--- src/rtl/immgen_pkg.sv ---
// ---------------------------------------------------------------------------
// immgen_pkg
// Shared types for the pipelined RISC-V immediate generator.
//   imm_fmt_e   : format tag attached to every decoded immediate
//   OPC_*       : base opcodes recognised by the decoder
//   imm_entry_t : one decoded result {imm, fmt, illegal}; imm is carried at
//                 the widest legal XLEN and narrowed by the consumer
// ---------------------------------------------------------------------------
package immgen_pkg;

   typedef enum logic [2:0] {
      FMT_NONE = 3'd0,
      FMT_I    = 3'd1,
      FMT_S    = 3'd2,
      FMT_B    = 3'd3,
      FMT_U    = 3'd4,
      FMT_J    = 3'd5,
      FMT_Z    = 3'd6
   } imm_fmt_e;

   localparam logic [6:0] OPC_LOAD    = 7'b0000011;
   localparam logic [6:0] OPC_OPIMM   = 7'b0010011;
   localparam logic [6:0] OPC_OPIMM32 = 7'b0011011;
   localparam logic [6:0] OPC_JALR    = 7'b1100111;
   localparam logic [6:0] OPC_STORE   = 7'b0100011;
   localparam logic [6:0] OPC_BRANCH  = 7'b1100011;
   localparam logic [6:0] OPC_LUI     = 7'b0110111;
   localparam logic [6:0] OPC_AUIPC   = 7'b0010111;
   localparam logic [6:0] OPC_JAL     = 7'b1101111;
   localparam logic [6:0] OPC_SYSTEM  = 7'b1110011;

   localparam int IMM_W = 64;

   typedef struct packed {
      logic [IMM_W-1:0] imm;
      imm_fmt_e         fmt;
      logic             illegal;
   } imm_entry_t;

endpackage

--- src/rtl/immgen_dec.sv ---
// ---------------------------------------------------------------------------
// immgen_dec
// Purely combinational immediate decode of one 32-bit instruction.
//   instr_i : raw instruction
//   entry_o : sign-extended immediate, format tag and illegal flag
// XLEN only decides whether OP-IMM-32 is legal; the immediate is always
// produced sign-extended to the full entry width.
// Macro IMMGEN_CSR_EN: when defined, CSR-immediate forms of SYSTEM decode as
// FMT_Z (zero-extended uimm) and the rest of SYSTEM as I-format; otherwise
// SYSTEM is illegal.
// ---------------------------------------------------------------------------
module immgen_dec
   import immgen_pkg::*;
#(
   parameter int XLEN = 32
) (
   input  logic [31:0] instr_i,
   output imm_entry_t  entry_o
);

   logic signed [IMM_W-1:0] imm_i;
   logic signed [IMM_W-1:0] imm_s;
   logic signed [IMM_W-1:0] imm_b;
   logic signed [IMM_W-1:0] imm_u;
   logic signed [IMM_W-1:0] imm_j;

   assign imm_i = {{(IMM_W-12){instr_i[31]}}, instr_i[31:20]};
   assign imm_s = {{(IMM_W-12){instr_i[31]}}, instr_i[31:25], instr_i[11:7]};
   assign imm_b = {{(IMM_W-13){instr_i[31]}}, instr_i[31], instr_i[7],
                   instr_i[30:25], instr_i[11:8], 1'b0};
   assign imm_u = {{(IMM_W-32){instr_i[31]}}, instr_i[31:12], 12'b0};
   assign imm_j = {{(IMM_W-21){instr_i[31]}}, instr_i[31], instr_i[19:12],
                   instr_i[20], instr_i[30:21], 1'b0};

   always_comb begin
      entry_o         = '0;
      entry_o.fmt     = FMT_NONE;
      entry_o.illegal = 1'b0;
      case (instr_i[6:0])
         OPC_LOAD, OPC_OPIMM, OPC_JALR: begin
            entry_o.imm = imm_i;
            entry_o.fmt = FMT_I;
         end
         OPC_OPIMM32: begin
            if (XLEN == 64) begin
               entry_o.imm = imm_i;
               entry_o.fmt = FMT_I;
            end else begin
               entry_o.illegal = 1'b1;
            end
         end
         OPC_STORE: begin
            entry_o.imm = imm_s;
            entry_o.fmt = FMT_S;
         end
         OPC_BRANCH: begin
            entry_o.imm = imm_b;
            entry_o.fmt = FMT_B;
         end
         OPC_LUI, OPC_AUIPC: begin
            entry_o.imm = imm_u;
            entry_o.fmt = FMT_U;
         end
         OPC_JAL: begin
            entry_o.imm = imm_j;
            entry_o.fmt = FMT_J;
         end
`ifdef IMMGEN_CSR_EN
         OPC_SYSTEM: begin
            // funct3[2] selects the CSR*I forms whose rs1 field is a uimm
            if (instr_i[14]) begin
               entry_o.imm = {{(IMM_W-5){1'b0}}, instr_i[19:15]};
               entry_o.fmt = FMT_Z;
            end else begin
               entry_o.imm = imm_i;
               entry_o.fmt = FMT_I;
            end
         end
`endif
         default: begin
            entry_o.illegal = 1'b1;
         end
      endcase
   end

endmodule

--- src/rtl/immgen_pipe.sv ---
// ---------------------------------------------------------------------------
// immgen_pipe
// Pipelined immediate generator: decode ahead of a DEPTH-entry output FIFO.
//   clk_i, rst_ni        : clock, asynchronous active-low reset
//   flush_i              : synchronous FIFO clear, overrides push/pop
//   in_valid_i/in_ready_o: instruction handshake (ready from state only)
//   instr_i              : raw instruction
//   out_valid_o/out_ready_i : FIFO head handshake
//   imm_o, fmt_o, illegal_o : head fields, reset values while empty
//   illegal_cnt_o        : saturating count of accepted illegal opcodes
// Macro IMMGEN_CSR_EN enables CSR-immediate decode (see immgen_dec).
// ---------------------------------------------------------------------------
module immgen_pipe
   import immgen_pkg::*;
#(
   parameter int XLEN  = 32,
   parameter int DEPTH = 2,
   parameter int CNT_W = 16
) (
   input  logic             clk_i,
   input  logic             rst_ni,
   input  logic             flush_i,
   input  logic             in_valid_i,
   output logic             in_ready_o,
   input  logic [31:0]      instr_i,
   output logic             out_valid_o,
   input  logic             out_ready_i,
   output logic [XLEN-1:0]  imm_o,
   output logic [2:0]       fmt_o,
   output logic             illegal_o,
   output logic [CNT_W-1:0] illegal_cnt_o
);

   localparam int PTR_W = (DEPTH > 1) ? $clog2(DEPTH) : 1;
   localparam int OCC_W = $clog2(DEPTH + 1);

   function automatic logic [PTR_W-1:0] ptr_next(input logic [PTR_W-1:0] p);
      return (p == PTR_W'(DEPTH - 1)) ? '0 : p + PTR_W'(1);
   endfunction

   function automatic logic [CNT_W-1:0] sat_inc(input logic [CNT_W-1:0] v);
      return (&v) ? v : v + CNT_W'(1);
   endfunction

   imm_entry_t       dec_p0;
   imm_entry_t       mem [DEPTH];
   imm_entry_t       head_p1;
   logic [IMM_W-1:0] head_imm_p1;
   logic [PTR_W-1:0] wr_ptr;
   logic [PTR_W-1:0] rd_ptr;
   logic [OCC_W-1:0] count;
   logic [CNT_W-1:0] ill_cnt;
   logic             vld_p1;
   logic             push;
   logic             pop;

   // stage p0: combinational decode of the incoming instruction
   immgen_dec #(.XLEN(XLEN)) u_dec (
      .instr_i (instr_i),
      .entry_o (dec_p0)
   );

   assign in_ready_o = (count < OCC_W'(DEPTH));
   assign vld_p1     = (count != '0);
   assign push       = in_valid_i && in_ready_o;
   assign pop        = vld_p1 && out_ready_i;

   always_ff @(posedge clk_i or negedge rst_ni) begin
      if (!rst_ni) begin
         wr_ptr  <= '0;
         rd_ptr  <= '0;
         count   <= '0;
         ill_cnt <= '0;
      end else if (flush_i) begin
         wr_ptr <= '0;
         rd_ptr <= '0;
         count  <= '0;
      end else begin
         if (push) wr_ptr <= ptr_next(wr_ptr);
         if (pop)  rd_ptr <= ptr_next(rd_ptr);
         case ({push, pop})
            2'b10:   count <= count + OCC_W'(1);
            2'b01:   count <= count - OCC_W'(1);
            default: count <= count;
         endcase
         if (push && dec_p0.illegal) ill_cnt <= sat_inc(ill_cnt);
      end
   end

   // FIFO storage holds data only; emptiness is tracked by count
   always_ff @(posedge clk_i) begin
      if (push && !flush_i) mem[wr_ptr] <= dec_p0;
   end

   // stage p1: FIFO head, forced to reset values while empty
   assign head_p1     = mem[rd_ptr];
   assign head_imm_p1 = head_p1.imm;

   assign out_valid_o   = vld_p1;
   assign imm_o         = vld_p1 ? XLEN'(head_imm_p1) : '0;
   assign fmt_o         = vld_p1 ? head_p1.fmt : FMT_NONE;
   assign illegal_o     = vld_p1 && head_p1.illegal;
   assign illegal_cnt_o = ill_cnt;

endmodule
--- config.mk ---
export PLATFORM = sky130hd
export DESIGN_NAME = immgen_pipe
export DESIGN_NICKNAME = d
export VERILOG_FILES = /design/src/rtl/immgen_pkg.sv /design/src/rtl/immgen_dec.sv /design/src/rtl/immgen_pipe.sv
export SDC_FILE = /design/constraint.sdc
export NUM_CORES = 1
export LEC_CHECK = 0
export CAP_MARGIN = 25
export CORE_MARGIN = 2
export CORE_UTILIZATION = 40
export CTS_BUF_LIST = sky130_fd_sc_hd__clkbuf_8
export DETAILED_ROUTE_END_ITERATION = 8
export MAX_ROUTING_LAYER = met4
export PLACE_DENSITY_LB_ADDON = 0.12
export REMOVE_ABC_BUFFERS = 1
export SYNTH_ARGS = -nofsm -noshare
export SYNTH_HDL_FRONTEND = slang
export SYNTH_HIERARCHICAL = 1
export SYNTH_SLANG_ARGS = --single-unit
--- constraint.sdc ---
create_clock -name clk_i -period 4.2 [get_ports clk_i]
set_clock_uncertainty 0.15 [all_clocks]
set_input_delay 1.05 -clock clk_i [delete_from_list [all_inputs] [get_ports clk_i]]
set_output_delay 1.05 -clock clk_i [all_outputs]
set_load 0.01 [all_outputs]
==> results.cfg, run 1 <==
[clocking]
post_cts.resized_instances = 0
cts_buffer_depth = 2
clk_root_buffer_cell = sky130_fd_sc_hd__clkbuf_8
numCtsBuffers = 9
cts.repair_timing.setup_buffer_count = 0
clkLatencyLatePin_ps = 350
hold_buffers = 0
numClockSinks = 92
clock_slew_at_reported_path_ffs_ps = 90
htree_num_levels = 3
cts_tree = done

[detailed_routing]
routed-via-count = 2710
wire_per_inst_um = 16.0
vias_per_cell = 4.98
totalWireLength_um = 8700
drc = 0
drt_pre_antenna_iters = 4
drt_first_iter_violations = 149
number_of_antenna_violating_nets_in_the_routed_design = 0

[timing]
post-route-min-period_ps = 3380
hold_viol = 0
pins_over_slew_limit = 0
tightestPinTransition_ps = 602
achievable-frequency_mhz = 295
max-slew-margin-rel_pct = 59.6
final.period_utilization_pct = 80.6
unrepaired_setup_endpoints_after_global_routing = no
setup_viol = 0

[setup_path]
regToRegEndpoint = mem[1][16]$_DFFE_PP_
ff2ff_setup_slack_ps = 2260
worst-endpoint-arrival_ps = 2180
crit-reg2reg-launch = count[1]$_DFFE_PN0P_
critical_path.endpoint_type = primary output
critical_path_required_ps = 3000
crit_fanout = 20
critical_path.startpoint = count[1]$_DFFE_PN0P_
ws_path_type = flip-flop to primary output
reg2regPathDepth = 3
start_kind = flip-flop

[hold_path]
hold_start = illegal_cnt_o[6]$_DFFE_PN0P_
whs_path_cells = 1
hold_path_end = illegal_cnt_o[6]$_DFFE_PN0P_
min-delay-path-class = flip-flop to flip-flop

[final_layout]
num-fill-cells = 872
layout.core_utilization_pct = 54.4
drive_gt1_share_pct = 9.31
antenna_cells = 0
fin_nets = 442
area.growth.synth_to_final_pct = 32.9

[power_and_ir_drop]
seq_power_share_pct = 49.1
power_switching_uw = 536
netSwitchingFraction_pct = 23.9
post-layout-total-power_mw = 2.24
combPwrFrac_pct = 17.1
power-per-cell-area_nw_per_um2 = 403
power_frac_clock_pct = 33.8
vdd_drop_max_mv = 0.249
internal_power_mw = 1.71
p_leak_nw = 2.17

[outcome]
status = finished clean

[flow_run]
drv_cap = 0

[floorplan]
fp.dieArea_um2 = 11300
design.portCount = 91
placement_rows = 37
die-width_um = 106
core-area_um2 = 10200
initial_core_util_pct = 41.0
dieHeight_um = 106

[yosys]
mappedNetlistArea_um2 = 4190
synth_area_per_cell_um2 = 13.7
synth.yosys.warnings = 6
post_synth_inst_count = 307

[global_route]
first_pass_grt_wire_length_um = 13600
grt_pass1_vias = 2679
grt_util_all_layers_pct = 16.0
number_of_antenna_violations_at_the_first_check_in_global_routing = 0
grt.overflow.total = 0
grt_start_max_net_pins = 37

[place]
globalplace.congestion = 0.862
detailedPlacementHpwl_um = 5910
port_buffers = 90
## worst max-delay path, cell delays in order, from the launching register on
cell and delay, ps:
sky130_fd_sc_hd__dfrtp_1 470, sky130_fd_sc_hd__nor2_4 440, sky130_fd_sc_hd__buf_4 330, sky130_fd_sc_hd__nor2_1 100, sky130_fd_sc_hd__clkdlybuf4s50_1 490
## power by group through the flow
stage          clock [mW]  combinational (mW)  sequential [mW]
2_1_floorplan           0               0.154             1.13
3_5_place_dp            0               0.387             1.12
4_1_cts             0.772               0.389             1.10
5_1_grt             0.806               0.415             1.11
6_report            0.757               0.384             1.10
3_3_place_gp            0               0.384             1.12
## state kept, by name, summed over array words and instances (netlist names)
| name | count |
|---|---|
| count | 2 |
| illegal_cnt_o | 16 |
| mem | 72 |
| rd_ptr | 1 |
| wr_ptr | 1 |
## per-layer routing
layer,track usage (%),vias up,share of wire (%)
met1,20.8,1317,46
met3,2.27,6,3.2
li1,-,1333,-
met5,-,-,0
met2,26.3,54,50
met4,4.79,0,0.75
## worst max-delay path by stage
stage | to | slack, ps
floorplan | mem[1][0]$_DFFE_PP_ | -310
global placement | illegal_cnt_o[10]$_DFFE_PN0P_ | 610
detailed placement | illegal_cnt_o[10]$_DFFE_PN0P_ | 480
CTS | imm_o[9] | 760
global route | imm_o[10] | 650
finish | imm_o[16] | 820
## placed cells by master (no fill, tap or decap), drive strengths merged, types with 6 or more instances in the layout
cell            n
edfxtp         72
clkdlybuf4s50  90
and2            7
buf             6
dfrtp          20
nand2           8
nand3           7
nor3            8
xor2           12
mux2i          37
clkbuf         10
nor3b           6
nor2           46
a21o           20
## layout make-up
| cell class | count | area [um2] | area share (%) |
|---|---|---|---|
| multi-input cells | 200 | 1480 | 26.5 |
| repair buffers | 97 | 983 | 17.7 |
| well taps | 136 | 170 | 3.05 |
| clock inverters | 6 | 136 | 2.45 |
| flip-flops and latches | 92 | 2660 | 47.8 |
| inverters | 4 | 15.0 | 0.270 |
| clock buffers | 9 | 124 | 2.22 |
## through the flow
| stage | setup TNS [ps] | instance area [um2] | worst slack, ps | hold WS [ps] | std cells |
|---|---|---|---|---|---|
| final | 0 | 5570 | 815 | 360 | 544 |
| after global routing | 0 | 5570 | 646 | 366 | 544 |
| after CTS | 0 | 5550 | 757 | 360 | 543 |
| after detailed placement | 0 | 5290 | 476 | 345 | 528 |
| after global placement | 0 | 5290 | 611 | 332 | 528 |
| after floorplan | -13550 | 4140 | -307 | 369 | 296 |
No activity file was read; power rests on OpenSTA's default activity.
==> inputs of run 2 (changes only) <==
Clock period 4.2 ns to 3.1 ns, I/O delays scaled along.
==> run 2 against run 1 <==
Core utilization up 0.88 points; sequential power up 35%; largest cell class unchanged; power up 32%; sequential cell count unchanged; clock power up 21%; via count up 4.4%; first-iteration DRC count down 17%; cell count up 3.1%; register-to-register slack worse by 1100 ps; global-route usage up 1.0 points.
==> results.cfg, run 2 (synthesis results as in run 1) <==
[outcome]
status = finished clean

[final_layout]
final_area_um2 = 5660
fin_nets = 458
antenna_cells = 0
area.growth.synth_to_final_pct = 35.0
largest_register = mem
largest_register_ff_count = 72
final_common_cell = sky130_fd_sc_hd__clkdlybuf4s50_1
commonest_cells_after_routing_fill_and_taps_aside = sky130_fd_sc_hd__clkdlybuf4s50_1 (90), sky130_fd_sc_hd__edfxtp_1 (72), sky130_fd_sc_hd__nor2_1 (45)
drive_gt1_share_pct = 12.9

[clocking]
cts_buffer_depth = 2
cts.repair_timing.setup_buffer_count = 0
clk_root_buffer_cell = sky130_fd_sc_hd__clkbuf_8
cts_tree = done
hold_buffers = 0
post_cts.resized_instances = 0
clock_slew_at_reported_path_ffs_ps = 90
numCtsBuffers = 9
htree_num_levels = 3
clkLatencyLatePin_ps = 360
numClockSinks = 92

[place]
placement.cell_area_um2 = 5430
detailedPlacementHpwl_um = 6380
port_buffers = 90
globalplace.congestion = 0.849

[timing]
setup_viol = 0
post-route-min-period_ps = 2870
tightestPinTransition_ps = 433
final.period_utilization_pct = 92.6
hold_viol = 0
max-slew-margin-rel_pct = 71.0
achievable-frequency_mhz = 348
unrepaired_setup_endpoints_after_global_routing = no
pins_over_slew_limit = 0

[hold_path]
hold_path_end = illegal_cnt_o[6]$_DFFE_PN0P_
min-delay-path-class = flip-flop to flip-flop
hold_start = illegal_cnt_o[6]$_DFFE_PN0P_
whs_path_cells = 1

[floorplan]
placement_rows = 37
initial_core_util_pct = 41.0
dieHeight_um = 106
design.portCount = 91
die-width_um = 106
fp.dieArea_um2 = 11300
core-area_um2 = 10200

[detailed_routing]
met3WireLength_um = 367
number_of_antenna_violating_nets_in_the_routed_design = 0
routed-via-count = 2828
drt_first_iter_violations = 124
vias_per_cell = 5.04
drc = 0
totalWireLength_um = 9120
wl_met1_um = 4120
detailroute.wirelength.met2_um = 4480
drt_pre_antenna_iters = 4
route.top_layer_used = met4
wire_per_inst_um = 16.3

[global_route]
grt.overflow.total = 0
grt_start_max_net_pins = 29
grt_util_all_layers_pct = 17.0
number_of_antenna_violations_at_the_first_check_in_global_routing = 0
grt_pass1_vias = 2822
first_pass_grt_wire_length_um = 14300

[power_and_ir_drop]
post-layout-total-power_mw = 2.95
power-per-cell-area_nw_per_um2 = 521
vdd_drop_max_mv = 0.284
p_leak_nw = 2.23

[setup_path]
ff2ff_setup_slack_ps = 1200
critical_path.endpoint_type = primary output
crit_fanout = 28
critical_path_required_ps = 2170
reg2regPathDepth = 3
crit-reg2reg-launch = count[1]$_DFFE_PN0P_
ws_path_type = flip-flop to primary output
cp_cell_sequence = nor2_4 -> buf_12 -> nor2_1 -> clkdlybuf4s50_1
worst-endpoint-arrival_ps = 1950
worst_path_max_delay_cell = sky130_fd_sc_hd__clkdlybuf4s50_1
regToRegEndpoint = mem[1][31]$_DFFE_PP_
start_kind = flip-flop
timing.critical_path.slowest_cell_delay_ps = 480

[flow_run]
drv_cap = 0
[run 2: cell type report]
| class | instances | area [um2] |
|---|---|---|
| clock buffer | 11 | 151 |
| clock inverter | 5 | 83.8 |
| fill | 878 | 4570 |
| inverter | 4 | 15.0 |
| multi-input combinational | 200 | 1480 |
| sequential | 92 | 2660 |
| tap | 136 | 170 |
| timing repair buffer | 113 | 1100 |
[run 2: worst max path at each step]
stage	start	end	slack, ps	cells past startpoint
2_1_floorplan	in_valid_i	mem[1][0]$_DFFE_PP_	-1130	2
3_3_place_gp	instr_i[5]	illegal_cnt_o[15]$_DFFE_PN0P_	60	8
3_5_place_dp	instr_i[5]	illegal_cnt_o[15]$_DFFE_PN0P_	10	8
4_1_cts	count[1]$_DFFE_PN0P_	imm_o[9]	180	4
5_1_grt	count[1]$_DFFE_PN0P_	illegal_o	120	4
6_report	count[1]$_DFFE_PN0P_	imm_o[0]	230	4
[run 2: worst max-delay path: cells and delay by family, from the launching register on]
family | cells | cell delay [ps]
buffers and inverters | 2 | 710
flip-flops | 1 | 470
AND/OR/NAND/NOR | 2 | 410
[run 2: routing by layer]
metal	GRT usage, %	vias to the layer above
li1	-	1365
met1	21.8	1382
met2	27.2	69
met3	2.51	12
met4	7.33	0
met5	-	-
[run 2: per-stage QoR]
step / hold WS [ps] / utilization, % / setup TNS [ps] / cells / setup slack [ps]
2_1_floorplan: 329 / - / -72950 / 296 / -1130
3_3_place_gp: 333 / 53.0 / 0 / 545 / 61.3
3_5_place_dp: 340 / 53.0 / 0 / 545 / 11.1
4_1_cts: 355 / 55.3 / 0 / 561 / 180
5_1_grt: 380 / 55.3 / 0 / 561 / 121
6_report: 351 / 55.3 / 0 / 561 / 228
[run 2: report_power, final]
group / internal (mW) / total (mW) / switching (mW)
combinational: 0.302 / 0.548 / 0.246
clock: 0.499 / 0.918 / 0.419
sequential: 1.41 / 1.48 / 0.0758
total: 2.21 / 2.95 / 0.741
==> inputs of run 3 (changes only) <==
Settings changed: ABC_AREA set to 1, CORE_UTILIZATION 40 to 45, CTS_CLUSTER_DIAMETER set to 40.
==> run 3 against run 2 <==
Non-clock buffer count is 12 lower; power is 0.68% higher; clock power is 6.9% higher; wire length is 14% higher; final area is 2.6% higher; synthesized cell count is 58% higher; sequential share of layout area is 1.2 points lower.
==> results.cfg, run 3 <==
[outcome]
status = finished clean

[timing]
final.period_utilization_pct = 94.9
unrepaired_setup_endpoints_after_global_routing = no
fin_setup_tns_ps = 0
hold_viol = 0
tightestPinTransition_ps = 553
setup_viol = 0
post-route-worst-setup-slack_ps = 159
max-slew-margin-rel_pct = 63.0
post-route-min-period_ps = 2940
achievable-frequency_mhz = 340
pins_over_slew_limit = 0

[detailed_routing]
totalWireLength_um = 10400
wire_per_inst_um = 14.6
vias_per_cell = 5.07
drt_first_iter_violations = 232
drt_pre_antenna_iters = 5
routed-via-count = 3627
drc = 0
number_of_antenna_violating_nets_in_the_routed_design = 0

[setup_path]
crit_fanout = 13
reg2regPathDepth = 6
ff2ff_setup_slack_ps = 1230
critical_path.endpoint_type = primary output
path_depth = 5
start_kind = flip-flop
critical_path_required_ps = 2170
cp_cell_sequence = clkinvlp_4 -> buf_4 -> nand2_1 -> a21oi_1 -> clkdlybuf4s50_1
ws_path_type = flip-flop to primary output
worst_path_max_delay_cell = sky130_fd_sc_hd__clkdlybuf4s50_1
crit_buf_inv = 3
timing.critical_path.slowest_cell_delay_ps = 580
worst-endpoint-arrival_ps = 2020
critical_path.top_delay_family = buffers and inverters

[power_and_ir_drop]
power-per-cell-area_nw_per_um2 = 512
p_leak_nw = 2.40
vdd_drop_max_mv = 0.288

[hold_path]
min-delay-path-class = flip-flop to flip-flop
whs_path_cells = 1

[final_layout]
area.growth.synth_to_final_pct = 29.8
final_common_cell = sky130_fd_sc_hd__nand2_1
largest_register = mem
antenna_cells = 0
finalNonFillerCells = 716
drive_gt1_share_pct = 10.3
commonest_cells_after_routing_fill_and_taps_aside = sky130_fd_sc_hd__nand2_1 (187), sky130_fd_sc_hd__clkdlybuf4s50_1 (90), sky130_fd_sc_hd__edfxtp_1 (72)
layout.core_utilization_pct = 59.7
largest_register_ff_count = 72
fin_nets = 616

[clocking]
numCtsBuffers = 9
cts_tree = done
cts_buffer_depth = 2
numClockSinks = 92
clock_slew_at_reported_path_ffs_ps = 90
clk_root_buffer_cell = sky130_fd_sc_hd__clkbuf_8
clkLatencyLatePin_ps = 350
hold_buffers = 0
htree_num_levels = 3

[place]
globalplace.congestion = 0.815
detailedPlacementHpwl_um = 6860
port_buffers = 90
placed_cells = 700
pre_cts_ws_ps = 200

[floorplan]
placement_rows = 36
die-width_um = 104
design.portCount = 91
dieHeight_um = 104
fp.dieArea_um2 = 10800
core-area_um2 = 9730
initial_core_util_pct = 46.0

[yosys]
mappedNetlistArea_um2 = 4470
post_synth_inst_count = 484
synth_area_per_cell_um2 = 9.24
synth.yosys.warnings = 6

[global_route]
grt_pass1_vias = 3635
grt.overflow.total = 0
first_pass_grt_wire_length_um = 17400
grt_start_max_net_pins = 37
number_of_antenna_violations_at_the_first_check_in_global_routing = 0
grt_util_all_layers_pct = 20.7

[flow_run]
drv_cap = 0
[run 3: worst register-to-register path, delay by kind of cell, from the launching register on]
kind | cells | cell delay (ps)
flip-flops | 1 | 440
AND/OR/NAND/NOR | 3 | 510
buffers and inverters | 3 | 470
[run 3: cell type report]
type	instances	area (um2)
well taps	133	166
multi-input cells	343	1600
clock inverters	7	121
flip-flops and latches	92	2660
fillers	865	3920
repair buffers	101	1010
inverters	31	121
clock buffers	9	124
[run 3: metrics by stage]
stage	power [mW]	hold slack, ps	area [um2]
6_report	2.97	424	5810
4_1_cts	3.00	424	5800
2_1_floorplan	1.71	308	4360
5_1_grt	3.10	429	5810
3_3_place_gp	2.01	383	5550
3_5_place_dp	2.02	411	5550
[run 3: path summary, 6_finish.rpt]
path                                                end                  from
max                                           imm_o[11]    rd_ptr$_DFFE_PN0P_
min                                  wr_ptr$_DFFE_PN0P_    wr_ptr$_DFFE_PN0P_
max reg2reg                        mem[0][16]$_DFFE_PP_  count[1]$_DFFE_PN0P_
min reg2reg                          wr_ptr$_DFFE_PN0P_    wr_ptr$_DFFE_PN0P_
max in group asynchronous            rd_ptr$_DFFE_PN0P_                rst_ni
min in group asynchronous  illegal_cnt_o[7]$_DFFE_PN0P_                rst_ni
[run 3: per-layer routing]
metal  vias up  track usage (%)  wire length [um]
met3        11             3.08               484
met1      1715             26.6              4660
met5         -                -                 0
met4         0             6.95                95
li1       1789                -                 -
met2       112             34.0              5190
[run 3: what timing repair did]
| item | in CTS | in global routing |
|---|---|---|
| buffers inserted | 0 | 0 |
| endpoints found under the setup margin | 0 | 5 |
| resized for setup | 0 | 2 |
[run 3: power breakdown]
part	switching (mW)	internal, mW
clock network	0.440	0.542
registers	0.0563	1.39
logic	0.291	0.256
total	0.787	2.18
